[config.mk]
export PLATFORM = sky130hd
export DESIGN_NAME = muldiv_ctrl
export DESIGN_NICKNAME = d
export VERILOG_FILES = /design/src/rtl/muldiv_ctrl.sv
export SDC_FILE = /design/constraint.sdc
export NUM_CORES = 2
export LEC_CHECK = 0
export BUFFER_PORTS_ARGS = -buffer_cell sky130_fd_sc_hd__clkbuf_2
export CAP_MARGIN = 20
export CORE_ASPECT_RATIO = 1.4
export CORE_MARGIN = 2
export CORE_UTILIZATION = 55
export DETAILED_ROUTE_END_ITERATION = 7
export HOLD_SLACK_MARGIN = 0.05
export PLACE_DENSITY_LB_ADDON = 0.15
export SYNTH_ARGS = -nofsm -noshare
export SYNTH_HDL_FRONTEND = slang
export SYNTH_SLANG_ARGS = --single-unit
[constraint.sdc]
create_clock -name clk -period 23.9 [get_ports clk]
set_input_delay 1.195 -clock clk [delete_from_list [all_inputs] [get_ports clk]]
set_output_delay 1.195 -clock clk [all_outputs]
set_load 0.005 [all_outputs]
[src/rtl/muldiv_ctrl.sv]
// HI/LO sequencer for the EX stage: multi-cycle multiply, restoring divide and MTHI/MTLO writes.
// Optional `define MULDIV_ASCII_EN adds an op_ascii debug output naming the operation in flight.
module muldiv_ctrl #(
    parameter int MUL_LAT  = 2,
    parameter int DIV_ITER = 32
) (
    input  logic        clk,
    input  logic        resetn,
    input  logic        req_valid,
    input  logic [5:0]  req_funct,
    input  logic [31:0] rs_val,
    input  logic [31:0] rt_val,
    input  logic        flush,
    output logic        stall_req,
    output logic [31:0] hi,
    output logic [31:0] lo,
    output logic        div_zero
`ifdef MULDIV_ASCII_EN
    ,
    output logic [47:0] op_ascii
`endif
);

    localparam logic [5:0] F_MULT  = 6'b011000;
    localparam logic [5:0] F_MULTU = 6'b011001;
    localparam logic [5:0] F_DIV   = 6'b011010;
    localparam logic [5:0] F_DIVU  = 6'b011011;
    localparam logic [5:0] F_MTHI  = 6'b010001;
    localparam logic [5:0] F_MTLO  = 6'b010011;
    localparam logic [5:0] MUL_CNT = 6'(MUL_LAT);
    localparam logic [5:0] DIV_CNT = 6'(DIV_ITER);

    typedef enum logic [1:0] {IDLE, BUSY, DONE} state_t;

    state_t      state_reg, state_next;
    logic [5:0]  cnt_reg;
    logic [31:0] a_reg, b_reg, hi_reg, lo_reg, rem_reg, quo_reg;
    logic        div_reg, sgn_reg, dz_reg;

    logic        is_mul, is_div, is_sgn, accept, mt_hi, mt_lo, ge;
    logic [31:0] abs_rs, dvs, quo_fix, rem_fix;
    logic [32:0] shifted, diff;
    logic [63:0] mul_a, mul_b, prod;

    assign is_mul = (req_funct == F_MULT) || (req_funct == F_MULTU);
    assign is_div = (req_funct == F_DIV) || (req_funct == F_DIVU);
    assign is_sgn = (req_funct == F_MULT) || (req_funct == F_DIV);
    assign accept = (state_reg == IDLE) && req_valid && !flush && (is_mul || is_div);
    assign mt_hi  = (state_reg == IDLE) && req_valid && !flush && (req_funct == F_MTHI);
    assign mt_lo  = (state_reg == IDLE) && req_valid && !flush && (req_funct == F_MTLO);

    // Divider works on magnitudes; signs are restored only when the result is written.
    assign abs_rs  = (is_sgn && rs_val[31]) ? -rs_val : rs_val;
    assign dvs     = (sgn_reg && b_reg[31]) ? -b_reg : b_reg;
    assign shifted = {rem_reg, quo_reg[31]};
    assign diff    = shifted - {1'b0, dvs};
    assign ge      = !diff[32];
    assign quo_fix = (sgn_reg && (a_reg[31] ^ b_reg[31])) ? -quo_reg : quo_reg;
    assign rem_fix = (sgn_reg && a_reg[31]) ? -rem_reg : rem_reg;

    assign mul_a = {{32{sgn_reg & a_reg[31]}}, a_reg};
    assign mul_b = {{32{sgn_reg & b_reg[31]}}, b_reg};
    assign prod  = mul_a * mul_b;

    always_comb begin
        state_next = state_reg;
        stall_req  = 1'b0;
        case (state_reg)
            IDLE: begin
                if (accept) begin
                    stall_req  = 1'b1;
                    state_next = (is_div && rt_val == 32'd0) ? DONE : BUSY;
                end
            end
            BUSY: begin
                stall_req = 1'b1;
                if (flush)
                    state_next = IDLE;
                else if (cnt_reg == 6'd1)
                    state_next = DONE;
            end
            DONE:    state_next = IDLE;
            default: state_next = IDLE;
        endcase
    end

    always_ff @(posedge clk) begin
        if (!resetn) begin
            state_reg <= IDLE;
            cnt_reg   <= '0;
            a_reg     <= '0;
            b_reg     <= '0;
            hi_reg    <= '0;
            lo_reg    <= '0;
            rem_reg   <= '0;
            quo_reg   <= '0;
            div_reg   <= 1'b0;
            sgn_reg   <= 1'b0;
            dz_reg    <= 1'b0;
        end else begin
            state_reg <= state_next;
            case (state_reg)
                IDLE: begin
                    if (accept) begin
                        a_reg   <= rs_val;
                        b_reg   <= rt_val;
                        div_reg <= is_div;
                        sgn_reg <= is_sgn;
                        dz_reg  <= is_div && (rt_val == 32'd0);
                        cnt_reg <= is_div ? DIV_CNT : MUL_CNT;
                        rem_reg <= '0;
                        quo_reg <= abs_rs;
                    end
                    if (mt_hi) hi_reg <= rs_val;
                    if (mt_lo) lo_reg <= rs_val;
                end
                BUSY: begin
                    cnt_reg <= cnt_reg - 6'd1;
                    if (div_reg) begin
                        rem_reg <= ge ? diff[31:0] : shifted[31:0];
                        quo_reg <= {quo_reg[30:0], ge};
                    end
                end
                DONE: begin
                    if (!flush && !dz_reg) begin
                        if (div_reg) begin
                            hi_reg <= rem_fix;
                            lo_reg <= quo_fix;
                        end else begin
                            hi_reg <= prod[63:32];
                            lo_reg <= prod[31:0];
                        end
                    end
                end
                default: ;
            endcase
        end
    end

    assign hi       = hi_reg;
    assign lo       = lo_reg;
    assign div_zero = (state_reg == DONE) && dz_reg && !flush;

`ifdef MULDIV_ASCII_EN
    always_comb begin
        op_ascii = {16'h0, "IDLE"};
        if (state_reg == BUSY || state_reg == DONE) begin
            case ({div_reg, sgn_reg})
                2'b01:   op_ascii = {16'h0, "MULT"};
                2'b00:   op_ascii = {8'h0, "MULTU"};
                2'b11:   op_ascii = {24'h0, "DIV"};
                default: op_ascii = {16'h0, "DIVU"};
            endcase
        end else if (mt_hi) begin
            op_ascii = {16'h0, "MTHI"};
        end else if (mt_lo) begin
            op_ascii = {16'h0, "MTLO"};
        end
    end
`endif

endmodule
Word level (Yosys, flattened, before mapping)
Index checks and enable logic that the tools add are counted.
{"block": "totals", "regBits": 203, "out_inout_bits": 66}
{"block": "classes", "add_sub_neg": 6, "mul": 1, "n_eq_ne": 15, "n_mux": 29, "bitwise": 3, "n_reduce_logical": 30}
{"cell": "$mux W32", "n": 15}
{"cell": "$pmux W32 S2", "n": 4}
{"cell": "$neg A32 Y32", "n": 4}
{"cell": "$mul A33 B33 Y64", "n": 1}
{"cell": "$eq A6 B5 Y1 const B", "n": 6}
{"cell": "$sub A33 B32 Y33", "n": 1}
{"cell": "$logic_not A32 Y1", "n": 1}
{"cell": "$logic_and A1 B1 Y1", "n": 13}
{"cell": "$mux W6", "n": 2}
{"cell": "$pmux W6 S2", "n": 1}
{"cell": "$ne A2 B2 Y1 const B", "n": 5}
{"cell": "$reduce_and A3 Y1", "n": 3}
{"cell": "$mux W2", "n": 4}
{"cell": "$eq A6 B1 Y1 const B", "n": 1}
{"cell": "$reduce_and A2 Y1", "n": 3}
{"cell": "$sub A6 B1 Y6 const B", "n": 1}
{"cell": "$logic_or A1 B1 Y1", "n": 4}
{"cell": "$pmux W2 S2", "n": 1}
{"cell": "$reduce_bool A2 Y1", "n": 2}
{"cell": "$logic_not A1 Y1", "n": 3}
{"cell": "$ne A3 B3 Y1 const B", "n": 1}
{"cell": "$and A1 B1 Y1", "n": 2}
{"cell": "$eq A2 B1 Y1 const B", "n": 1}
{"cell": "$eq A2 B2 Y1 const B", "n": 1}
{"cell": "4 further kinds", "n": 4}

Longest topological paths before layout
{"block": "depth", "ltp_word": 6, "depth_mapped": 34, "mapped_depth_nobuf": 29}

Least setup slack after synthesis
OpenSTA, ideal clock, no wires.
{"block": "synth_path", "path_kind": "reg-to-reg", "startpoint": "register sgn_reg", "endpoint": "register hi_reg[29], in the netlist hi[29]", "t_arrival_ns": 8.483, "path_slack_ns": 15.284, "stages_incl_launch_ff": 33, "period_less_slack_ns": 8.616, "cell_sequence": "dfxtp_1 > clkbuf_1 > and2_1 > clkbuf_1 > clkbuf_1 > clkbuf_1 > nand2_1 > inv_1 > fa_1 > inv_1 > fa_1 > inv_1 > fa_1 > fa_1 > inv_1 > fa_1 > inv_1 > fa_1 > inv_1 > fa_1 > fa_1 > inv_1 > ha_1 > clkbuf_1 > nand4_1 > nor2_1 > nand3_1 > o211ai_1 > nand3_1 > o21ai_0 > mux2_2 > o221ai_2 > a21oi_1"}
{"block": "synth_between", "elab_chain_cells": 5}
{"element": "from (decl)", "line": "38", "text": "logic div_reg, sgn_reg, dz_reg;"}
{"element": "from (signal assigned)", "line": "108", "text": "sgn_reg <= is_sgn;"}
{"element": "$and A1 B1 Y1, or another cell as far along", "line": "61", "text": "assign mul_a = {{32{sgn_reg & a_reg[31]}}, a_reg};"}
{"element": "$mul A33 B33 Y64 / $mux W32 (equally long branches)", "line": "63, 59"}
{"element": "$mux W32 (*)", "line": "126", "text": "if (div_reg) begin"}
{"element": "$mux W32 (*)", "line": "125", "text": "if (!flush && !dz_reg) begin"}
{"element": "$pmux W32 S2 (*)", "line": "102", "text": "case (state_reg)"}
{"element": "to (signal assigned)", "line": "114", "text": "if (mt_hi) hi_reg <= rs_val;"}
{"element": "to (signal assigned)", "line": "127", "text": "hi_reg <= rem_fix;"}
{"element": "to (signal assigned)", "line": "130", "text": "hi_reg <= prod[63:32];"}
{"element": "to (decl)", "line": "37", "text": "logic [31:0] a_reg, b_reg, hi_reg, lo_reg, rem_reg, quo_reg;"}
Mark *: on every way between the ends. The rest lies on a longest branch, timed or not. The select of a mux whose other input is x is not followed.
A chain may end at the register's enable or synchronous reset.

Final worst setup path
{"block": "layout_path", "startpoint": "register a_reg[31]", "endpoint": "register hi_reg[28], in the netlist hi[28]"}
{"block": "layout_between", "elab_chain_cells": 5}
{"element": "from (decl)", "line": "37"}
{"element": "from (signal assigned)", "line": "105", "text": "a_reg <= rs_val;"}
{"element": "$and A1 B1 Y1 / $logic_and A1 B1 Y1 (equally long branches)", "line": "61, 59"}
{"element": "$mul A33 B33 Y64 / $mux W32 (equally long branches)", "line": "63, 59"}
{"element": "$mux W32 (*)", "line": "126"}
{"element": "$mux W32 (*)", "line": "125"}
{"element": "$pmux W32 S2 (*)", "line": "102"}
Marked as above.

==> reports/qor.txt <==
status: finished, final reports clean
layout cells sized above 1: 5.233%
crit path max-delay cell type: fa_1
post-route setup slack: 14420 ps
die width: 260.8 µm
peak supply drop: 61.19 µV
Worst Max-Slew Pin Slew: 1119 ps
Mapped Nets: 7407
Setup Skew: 17.63 ps
endpoints failing setup: 0
net switching power: 0.2281 mW
number of fill cells: 8305
initial DRC count: 2649
CP Max Fanout: 51
fin util: 57.95%
multi-input logic area: 40980 µm²
worst min path class: register to register
Max Slew Vio Count: 0
first-pass GRT wire length: 238600 µm
RSZ-0062 raised after global routing: false
Seq pwr share: 43.8%
design area: 52910 µm²
DP Area: 52240 µm²
fmax: 105.4 MHz
YS warnings: 0
cell family with most CP delay: adder cells
Root Driver: clkbuf_16
TNS Setup: 0 ps
clock-pin slew on the worst setup and hold paths: 80 ps
Initial Utilization: 55.62%
register bit total from synthesis: 203
num rows: 131
Post-DP HPWL: 117000 µm
core footprint: 91300 µm²
post-cts sizing count: 0
PD cells: 14.77 nW/µm²
htree depth: 1
post-DR wirelength/cell: 21.08 µm
CP startpoint kind: register
CTS sink count: 203
diodes inserted: 0
Top FF cell, synth: dfxtp_1
Required @ worst endpoint: 24350 ps
crit path time final: 9484 ps
number of port buffers: 139
initial antenna violation count: 0
Reg area: 4071 µm²
clock share of power: 44.9%
DRC violations left: 0
Mapped Cells: 5956
number of global-route vias before repair: 42916
Seq/Total Area, Yosys: 8.004%
final hold violations: 0
Clk Latency, worst-skew pair: 550 ps
post-synth cell types: 85
Num CTS Buffers: 21
Leak: 25.26 nW
Synth Area per Inst: 8.525 µm²
total grt overflow: 0
via count: 40478
crit-path max cell delay: 620 ps
Area growth syn-to-layout: 4.204%
CP Capture Type: register
switch share: 29.19%
Initial DRT Pass Iterations: 6
Post-synth EDFFs: 0
most used cell, CP: fa_1
ys async rst share: 0%
Logic pwr share: 11.3%
internal power: 0.5532 mW
io pins: 140
Tcrit/Tclk final: 39.68%
number of max-cap violations: 0
Post-Syn Area: 50770 µm²
Arr. time, crit path: 9930 ps
pre-CTS setup slack: 14570 ps
Routed Antenna Nets: 0
Vias/cell: 5.746
nets@finish: 7285
slew margin rel.: 25.40%
die area: 94800 µm²
Clock Path Buffers: 3
final WL: 148500 µm
CP bufs+invs: 5
CTS tree: done
die height: 363.5 µm
gr usage total: 32.65%
Placer Congestion: 0.9571
# Post-CTS Setup Buffers: 0
cts-stage hold buffer count: 0
Setup CP Type: register to register
largest net degree at the start of global routing: 72
==> kinds of logic after synthesis <==
| group | synth area share [%] |
|---|---|
| and+or+nand+nor | 16.84 |
| buffers and inverters | 11.36 |
| adders and majority gates | 50.58 |
| AOI/OAI and AO/OA | 9.549 |
| xor gates and xnor gates | 3.573 |
| DFF | 8.004 |
| muxes | 0.1010 |
==> area by class of cell <==
cell class	count	share of cell area (%)
Tap cell	1197	2.831
Timing Repair Buffer	224	2.521
Multi-Input combinational cell	4224	77.45
Clock buffer	26	1.048
Inverter	1160	8.234
Sequential cell	203	7.695
Clock inverter	10	0.2223
==> layer usage <==
metal	track usage, %	vias up	routed length (µm)
met2	57.67	1560	76280
met4	13.19	0	6799
met5	0	-	0
met3	2.642	334	8846
met1	41.32	20780	56570
li1	-	17804	-
==> cells in the mapped netlist, drive strengths merged, types with 21 or more instances <==
cell / instances / share of area, %
o31ai: 29 / 0.47
a21oi: 298 / 2.9
a211oi: 63 / 0.93
o211ai: 39 / 0.58
nor3: 48 / 0.54
o21ai: 166 / 1.6
ha: 251 / 6.2
fa: 1126 / 44
nand2b: 28 / 0.34
a31oi: 31 / 0.38
nand3: 55 / 0.54
nand2: 1008 / 7.5
and3: 33 / 0.41
xor2: 100 / 1.7
clkbuf: 303 / 2.2
nor2: 224 / 1.7
and2: 352 / 4.3
inv: 1159 / 8.6
buf: 66 / 0.54
nor4: 21 / 0.28
xnor2: 105 / 1.8
dfxtp: 203 / 8.0
a21o: 48 / 0.71
==> power by group through the flow <==
stage	registers, mW	logic (mW)	clock network [mW]
finish	0.342	0.0882	0.351
global route	0.342	0.0933	0.362
CTS	0.342	0.0860	0.352
detailed placement	0.350	0.0854	0
global placement	0.350	0.0854	0
floorplan	0.349	0.0503	0
==> tightest hold or removal path, delay by kind of cell, from the launching register on <==
kind / cells / cell delay [ps]
flip-flops: 1 / 310
AND/OR/NAND/NOR: 1 / 50
AO/OA/AOI/OAI: 1 / 50
==> metrics by stage <==
stage / hold slack (ps) / std cells / total power, mW
after floorplan: 439.7 / 5956 / 0.3991
after global placement: 442.3 / 7008 / 0.4349
after detailed placement: 446.6 / 7008 / 0.4350
after CTS: 456.0 / 7044 / 0.7801
after global routing: 473.0 / 7044 / 0.7968
final: 454.0 / 7044 / 0.7812
==> final timing paths <==
path	startpoint	endpoint	slack, ps	depth (start not counted)
hold reg to reg	lo[13]	lo[13]	450	2
hold / removal	lo[13]	lo[13]	450	2
setup / recovery	a_reg[31]	hi[28]	14420	27
setup reg to reg	a_reg[31]	hi[28]	14420	27
==> cell usage in the layout, fill, tap and decap left out, types with 9 or more instances in the layout <==
| cell type | Yosys | final |
|---|---|---|
| fa_1 | 1126 | 1126 |
| or4_1 | 10 | 10 |
| dfxtp_1 | 203 | 199 |
| inv_1 | 1159 | 1159 |
| nand3_1 | 55 | 55 |
| o41ai_1 | 11 | 11 |
| nand2_1 | 1006 | 1005 |
| nor4_1 | 19 | 19 |
| buf_4 | 2 | 85 |
| and2_1 | 350 | 349 |
| a21oi_1 | 298 | 296 |
| xnor2_1 | 104 | 104 |
| clkbuf_2 | 0 | 139 |
| clkbuf_16 | 0 | 21 |
| a31oi_1 | 31 | 31 |
| nand2b_1 | 28 | 26 |
| a311oi_1 | 15 | 15 |
| nor2_1 | 223 | 223 |
| nor2b_1 | 13 | 11 |
| o22ai_1 | 9 | 9 |
| nor3b_1 | 10 | 10 |
| xor2_1 | 100 | 100 |
| nor3_1 | 44 | 44 |
| o31ai_1 | 27 | 27 |
| o211ai_1 | 39 | 39 |
| ha_1 | 251 | 251 |
| nand4_1 | 15 | 15 |
| and3_1 | 33 | 33 |
| o21bai_1 | 14 | 14 |
| or3_1 | 13 | 13 |
| a21o_1 | 48 | 48 |
| o21ai_0 | 148 | 148 |
| o21ai_1 | 18 | 18 |
| a211oi_1 | 63 | 63 |
Note: power is estimated with default switching activity, not from simulation.
